`config.mk`:
```
export PLATFORM = sky130hd
export DESIGN_NAME = fetch_pc_gen
export DESIGN_NICKNAME = d
export VERILOG_FILES = /design/src/rtl/fetch_pc_gen.sv
export SDC_FILE = /design/constraint.sdc
export NUM_CORES = 1
export LEC_CHECK = 0
export ABC_CLOCK_PERIOD_IN_PS = 3050
export CORE_MARGIN = 2
export CORE_UTILIZATION = 42
export CTS_CLUSTER_SIZE = 28
export DETAILED_ROUTE_END_ITERATION = 12
export PLACE_DENSITY = 0.72
export SLEW_MARGIN = 10
export SYNTH_ARGS = -nofsm -noshare
export SYNTH_HDL_FRONTEND = slang
export SYNTH_SLANG_ARGS = --single-unit
```
`constraint.sdc`:
```
create_clock -name clk -period 3.05 [get_ports clk]
set_clock_uncertainty 0.1 [all_clocks]
set_input_delay 0.305 -clock clk [delete_from_list [all_inputs] [get_ports clk]]
set_output_delay 0.305 -clock clk [all_outputs]
set_load 0.05 [all_outputs]
```
`src/rtl/fetch_pc_gen.sv`:
```
// Fetch-address stage: owns the fetch PC, arbitrates prioritised redirects and BTB predictions,
// and queues aligned fetch groups for the I-cache side.
module fetch_pc_gen #(
  parameter logic [31:0] RESET_PC    = 32'h1c000000,
  parameter int          FETCH_WIDTH = 2,
  parameter int          NUM_REDIR   = 3,
  parameter int          QUEUE_DEPTH = 4,
  localparam int         LANE_W      = (FETCH_WIDTH > 1) ? $clog2(FETCH_WIDTH) : 1
) (
  input  logic                   clk,
  input  logic                   rst_n,
  input  logic                   stall_i,
  input  logic [NUM_REDIR-1:0]   redir_valid,
  input  logic [32*NUM_REDIR-1:0] redir_pc,
  input  logic [NUM_REDIR-1:0]   redir_is_pred,
  output logic [31:0]            btb_pc,
  output logic                   btb_stall,
  input  logic                   btb_valid,
  input  logic [31:0]            btb_npc,
  input  logic [LANE_W-1:0]      btb_lane,
  output logic                   req_valid,
  output logic [31:0]            req_pc,
  output logic [FETCH_WIDTH-1:0] req_mask,
  output logic                   req_is_pred,
  output logic                   req_adef,
  input  logic                   req_ready
);

  localparam int          PTR_W       = $clog2(QUEUE_DEPTH);
  localparam int          ENT_W       = 32 + FETCH_WIDTH + 2;
  localparam logic [31:0] GROUP_BYTES = 32'(FETCH_WIDTH * 4);

  typedef enum logic {S_RUN, S_HALT} state_t;

  state_t             state_q, state_d;
  logic [31:0]        pc_q, pc_d;
  logic               is_pred_q, is_pred_d;
  logic [PTR_W-1:0]   rd_ptr_q, rd_ptr_d, wr_ptr_q, wr_ptr_d;
  logic [PTR_W:0]     count_q, count_d;
  logic [ENT_W-1:0]   q_mem [QUEUE_DEPTH];

  logic               redirect, gen_fire, deq, enq, full, adef, taken;
  logic [31:0]        win_pc, base, seq_npc, next_pc;
  logic               win_pred;
  logic [LANE_W-1:0]  off;
  logic [FETCH_WIDTH-1:0] lane_mask;
  logic [ENT_W-1:0]   enq_ent, head_ent;

  // Lowest index wins: scan from the top so lower indices overwrite.
  always_comb begin
    win_pc   = '0;
    win_pred = 1'b0;
    for (int i = NUM_REDIR - 1; i >= 0; i--) begin
      if (redir_valid[i]) begin
        win_pc   = redir_pc[32*i +: 32];
        win_pred = redir_is_pred[i];
      end
    end
  end

  assign redirect = rst_n & (|redir_valid);
  assign full     = (count_q == (PTR_W+1)'(QUEUE_DEPTH));
  assign req_valid = (count_q != '0);
  assign deq      = req_valid & req_ready;
  assign gen_fire = rst_n & (state_q == S_RUN) & ~stall_i & (~full | deq);

  assign adef  = (pc_q[1:0] != 2'b00);
  assign off   = (FETCH_WIDTH > 1) ? pc_q[2 +: LANE_W] : '0;
  assign base  = pc_q & ~(GROUP_BYTES - 32'd1);
  // A predicted lane before the group's first valid lane belongs to an earlier group.
  assign taken = btb_valid & (btb_lane >= off) & ~adef;
  assign seq_npc = taken ? btb_npc : base + GROUP_BYTES;
  assign next_pc = adef ? pc_q : seq_npc;

  for (genvar gi = 0; gi < FETCH_WIDTH; gi++) begin : g_lane
    localparam logic [LANE_W-1:0] IDX = LANE_W'(gi);
    assign lane_mask[gi] = (IDX >= off) & (~taken | (IDX <= btb_lane));
  end

  always_comb begin
    state_d   = state_q;
    pc_d      = pc_q;
    is_pred_d = is_pred_q;
    enq       = 1'b0;
    enq_ent   = {pc_q, lane_mask, is_pred_q, 1'b0};
    if (redirect) begin
      pc_d      = win_pc;
      is_pred_d = win_pred;
      state_d   = S_RUN;
    end else if (gen_fire) begin
      enq = 1'b1;
      if (adef) begin
        enq_ent = {pc_q, {FETCH_WIDTH{1'b0}}, is_pred_q, 1'b1};
        state_d = S_HALT;
      end else begin
        pc_d      = seq_npc;
        is_pred_d = taken;
      end
    end
  end

  assign btb_pc    = redirect ? win_pc : (gen_fire ? next_pc : pc_q);
  assign btb_stall = ~gen_fire & ~redirect;

  always_comb begin
    rd_ptr_d = rd_ptr_q;
    wr_ptr_d = wr_ptr_q;
    count_d  = count_q;
    if (redirect) begin
      rd_ptr_d = '0;
      wr_ptr_d = '0;
      count_d  = '0;
    end else begin
      if (enq) wr_ptr_d = wr_ptr_q + 1'b1;
      if (deq) rd_ptr_d = rd_ptr_q + 1'b1;
      case ({enq, deq})
        2'b10:   count_d = count_q + 1'b1;
        2'b01:   count_d = count_q - 1'b1;
        default: count_d = count_q;
      endcase
    end
  end

  always_ff @(posedge clk or negedge rst_n) begin
    if (!rst_n) begin
      state_q   <= S_RUN;
      pc_q      <= RESET_PC;
      is_pred_q <= 1'b0;
      rd_ptr_q  <= '0;
      wr_ptr_q  <= '0;
      count_q   <= '0;
    end else begin
      state_q   <= state_d;
      pc_q      <= pc_d;
      is_pred_q <= is_pred_d;
      rd_ptr_q  <= rd_ptr_d;
      wr_ptr_q  <= wr_ptr_d;
      count_q   <= count_d;
    end
  end

  always_ff @(posedge clk) begin
    if (enq) q_mem[wr_ptr_q] <= enq_ent;
  end

  // Head fields are forced to zero when empty so stale storage never leaks out.
  assign head_ent = req_valid ? q_mem[rd_ptr_q] : '0;
  assign {req_pc, req_mask, req_is_pred, req_adef} = head_ent;

endmodule

```
==> results.md <==
- Outcome: finished, final reports clean
- Worst-path cell chain: or4b_4 > buf_4 > nand3_1 > buf_12 > nor2_1 > o41ai_2 > buf_4 > buf_12
- Filler instances: between 1.5k and 2k
- Pin count of the biggest net entering global routing: 68
- Slew @ Worst Pin: ~0.50 ns
- Port buffer count: about 210
- R2R Path Start: state_q
- Initial Util: 42.5%
- Via-to-Cell Ratio: 5.86
- Slew HR: approximately two thirds
- Crit path max-delay family: simple AND/OR/NAND/NOR gates
- Post-synthesis cell count: just under 700
- RSZ-0062 raised after global routing: true
- Antenna violations before repair: 0
- Post-Layout Cell Count: 1230
- Clock sink count: 185
- CP bufs+invs: 4
- Worst Path Required: 2.64 ns
- Register Area: 5380 sq um
- DP HPWL: 19.9 mm
- Tcrit/Tclk final: 98.1%
- Number of diodes: 0
- 1st-pass router iterations: 5
- Clock latency at the later pin of the worst-skew pair: 0.43 ns
- Max-cap violations: 0
- Pwr per Cell Area: 719 nW/um^2
- Critical path type: reg -> out
- WL per Instance: 22.5 um
- Core Util, Final: ~62%
- Reg-to-reg endpoint: count_q[2]
- DRT antenna net count: 0
- Fraction of registers with async set/reset: 22.2%
- CORE AREA: 21000 sq um
- Crit-path max FO: 11
- H-tree level count: 4
- Setup crit end kind: primary output
- Startpoint types: register
- Clk slew on worst S/H paths: 0.07 ns
- EDFF count, synth: 144
- Post-Synthesis Cell Area: ~9000 sq um
- Synthesized flop and latch total: 185
- Total track usage: between 20% and 30%
- TritonCTS clock tree: built
- Max incr delay on CP: 0.58 ns
- Share of cells above drive strength 1: 30.1%
- Final hold viol count: 0
- Clock Path Buffers: 2
- Flop2flop setup slack: between 0.6 and 0.7 ns
- Layout overhead on the synthesized area: 46.2%
- Total Routed Length: 27.7 mm
- Max Clk Rate: between 0.3 and 0.4 GHz
- CP arrival: 2.59 ns
- Die Span X: 150 um
- GRT overflow: 0
- Ys Warns: 0
- Worst reg-to-reg path cell count: 10
- Number of global-route vias before repair: between 6k and 7k
- Root buffer selected by CTS: clkbuf_16
- Crit path max-delay cell type: or4b_4
- Minimum clock period: around 3 ns
- Final nets: 1088
- Tightest Hold Check Type: in -> async
- Worst vdd ir: 0.000436 V
- Register area share after synthesis: 60.1%
- DR vias: 7202
- Post-Route Hold Slack: 0.408 ns
- Cts bufs inserted: 17
- Final Slew Violations: 0
- Dominant synthesized flop cell: edfxtp_1
- Io pins: 210
- P_leak: 4.69 nW
- Synthesized Nets: 819
- Final Setup Violations: 0
- Post-synthesis cell type count: around 70
- Die ar.: 22400 sq um
- Initial DRC count: 698
- First-pass GRT wire length: 41.5 mm
- Rows: 53
- Multi-input gate area: 3520 sq um
- DRC: 0
- # placed instances: 1174
- Die height: ~150 um
- Synth Area per Inst: between 10 and 15 sq um
- Final Wtd Congestion: a little under 0.9
-- stage by stage --
| step | area [sq um] | setup slack (ns) | power (mW) | setup TNS (ns) |
|---|---|---|---|---|
| floorplan | 8940 | 0.0441 | 5.41 | 0 |
| finish | 13000 | 0.0588 | 9.36 | 0 |
| global placement | 12000 | 0.0986 | 6.86 | 0 |
| detailed placement | 12000 | -0.0319 | 6.89 | -0.0325 |
| global route | 13000 | -0.0379 | 9.72 | -0.0728 |
| CTS | 12800 | -0.00303 | 9.34 | -0.00303 |
-- synthesized netlist by cell type, drive strengths merged, types with 6 or more instances --
cell type	instances	area [sq um]
and2	45	282
and3	10	62.6
nor3	24	135
nand3	14	70.1
nor4	7	73.8
a21oi	23	115
nand4	12	90.1
o21ai	34	170
o22ai	7	43.8
a211oi	11	82.6
dfrtp	38	951
nor2	35	131
mux2	6	71.3
o211ai	8	60.1
buf	11	53.8
a31oi	8	50.1
o31ai	6	45.0
edfxtp	144	4320
nor2b	6	37.5
clkbuf	34	128
mux4	36	811
a22oi	29	218
nand2	49	184
-- sequential cells by signal, indices dropped and copies added, names as in the netlist --
register and flops:
q_mem 144, state_q 1, is_pred_q 1, wr_ptr_q 2, pc_q 32, count_q 3, rd_ptr_q 2
-- placed cells by master (no fill, tap or decap), types with 4 or more instances in the layout --
master and n:
a211oi_1 11, a21oi_1 22, a221oi_1 5, a22oi_1 29, a31oi_1 8, and2_1 45
and3_1 10, buf_12 43, buf_4 105, buf_6 5, bufinv_16 5, clkbuf_16 17
clkdlybuf4s50_1 138, dfrtp_1 20, dfrtp_2 18, edfxtp_1 144, ha_1 4, inv_1 5
mux2_2 4, mux4_2 36, nand2_1 47, nand3_1 12, nand4_1 11, nor2_1 34
nor2b_1 5, nor3_1 16, nor3_2 7, nor4_1 4, o211ai_1 8, o21ai_0 23
o21ai_1 10, o221ai_1 4, o22ai_1 4, o31ai_2 4, o32ai_1 5, or3_1 5
-- worst reg2reg max path: stages, from the launching register on --
cell     delay, ns
dfrtp_1       0.41
or3b_4        0.43
buf_4         0.17
nor3_2        0.20
nor2_1        0.08
fa_1          0.43
nor2_1        0.12
nand2_1       0.05
o21ai_0       0.16
a21oi_1       0.08
o21ai_0       0.13
-- cell families after synthesis --
group / count (synthesis) / synth area share (%)
adders and majority gates: 6 / 0.926
and+or+nand+nor: 220 / 13.6
xor gates and xnor gates: 2 / 0.197
AOI/OAI and AO/OA: 167 / 13.0
muxes: 43 / 10.0
buffers and inverters: 50 / 2.25
DFF: 185 / 60.1
-- per-layer routing --
layer | share of wire (%) | GRT usage, %
met1 | 40 | 33.9
met2 | 48 | 40.8
met3 | 9.1 | 5.76
met4 | 2.8 | 8.16
met5 | 0 | 0
-- worst max path at each step --
stage / startpoint / end / slack [ns] / cells past startpoint
floorplan: pc_q[8] / btb_pc[31] / 0.04 / 5
global placement: stall_i / btb_pc[23] / 0.1 / 8
detailed placement: stall_i / btb_pc[23] / -0.03 / 8
CTS: state_q / btb_pc[22] / -0.003 / 9
global route: pc_q[16] / btb_pc[29] / -0.04 / 7
finish: count_q[0] / btb_pc[12] / 0.06 / 8
-- layout make-up --
cell class                      count  area share (%)
Sequential cell                   185            41.3
Multi-Input combinational cell    438            27.0
Timing Repair Buffer              295            23.9
Clock buffer                       18            3.29
Tap cell                          275            2.64
Clock inverter                     14            1.79
Inverter                            5           0.144
-- report_power, final --
group / leakage [nW] / switching, mW / total [mW] / internal [mW]
clock network: 0.313 / 0.972 / 2.45 / 1.48
registers: 1.79 / 0.135 / 3.02 / 2.88
logic: 2.59 / 2.29 / 3.90 / 1.61
total: 4.69 / 3.40 / 9.36 / 5.97
-- repair_timing --
action,4_1_cts,5_1_grt
buffers inserted,6,17
pin swaps,2,11
gates resized for setup,17,30
endpoints found under the setup margin,21,25
endpoints found under the hold margin,38,0
hold buffers,1,0
Power figures use the tool's default switching activity.
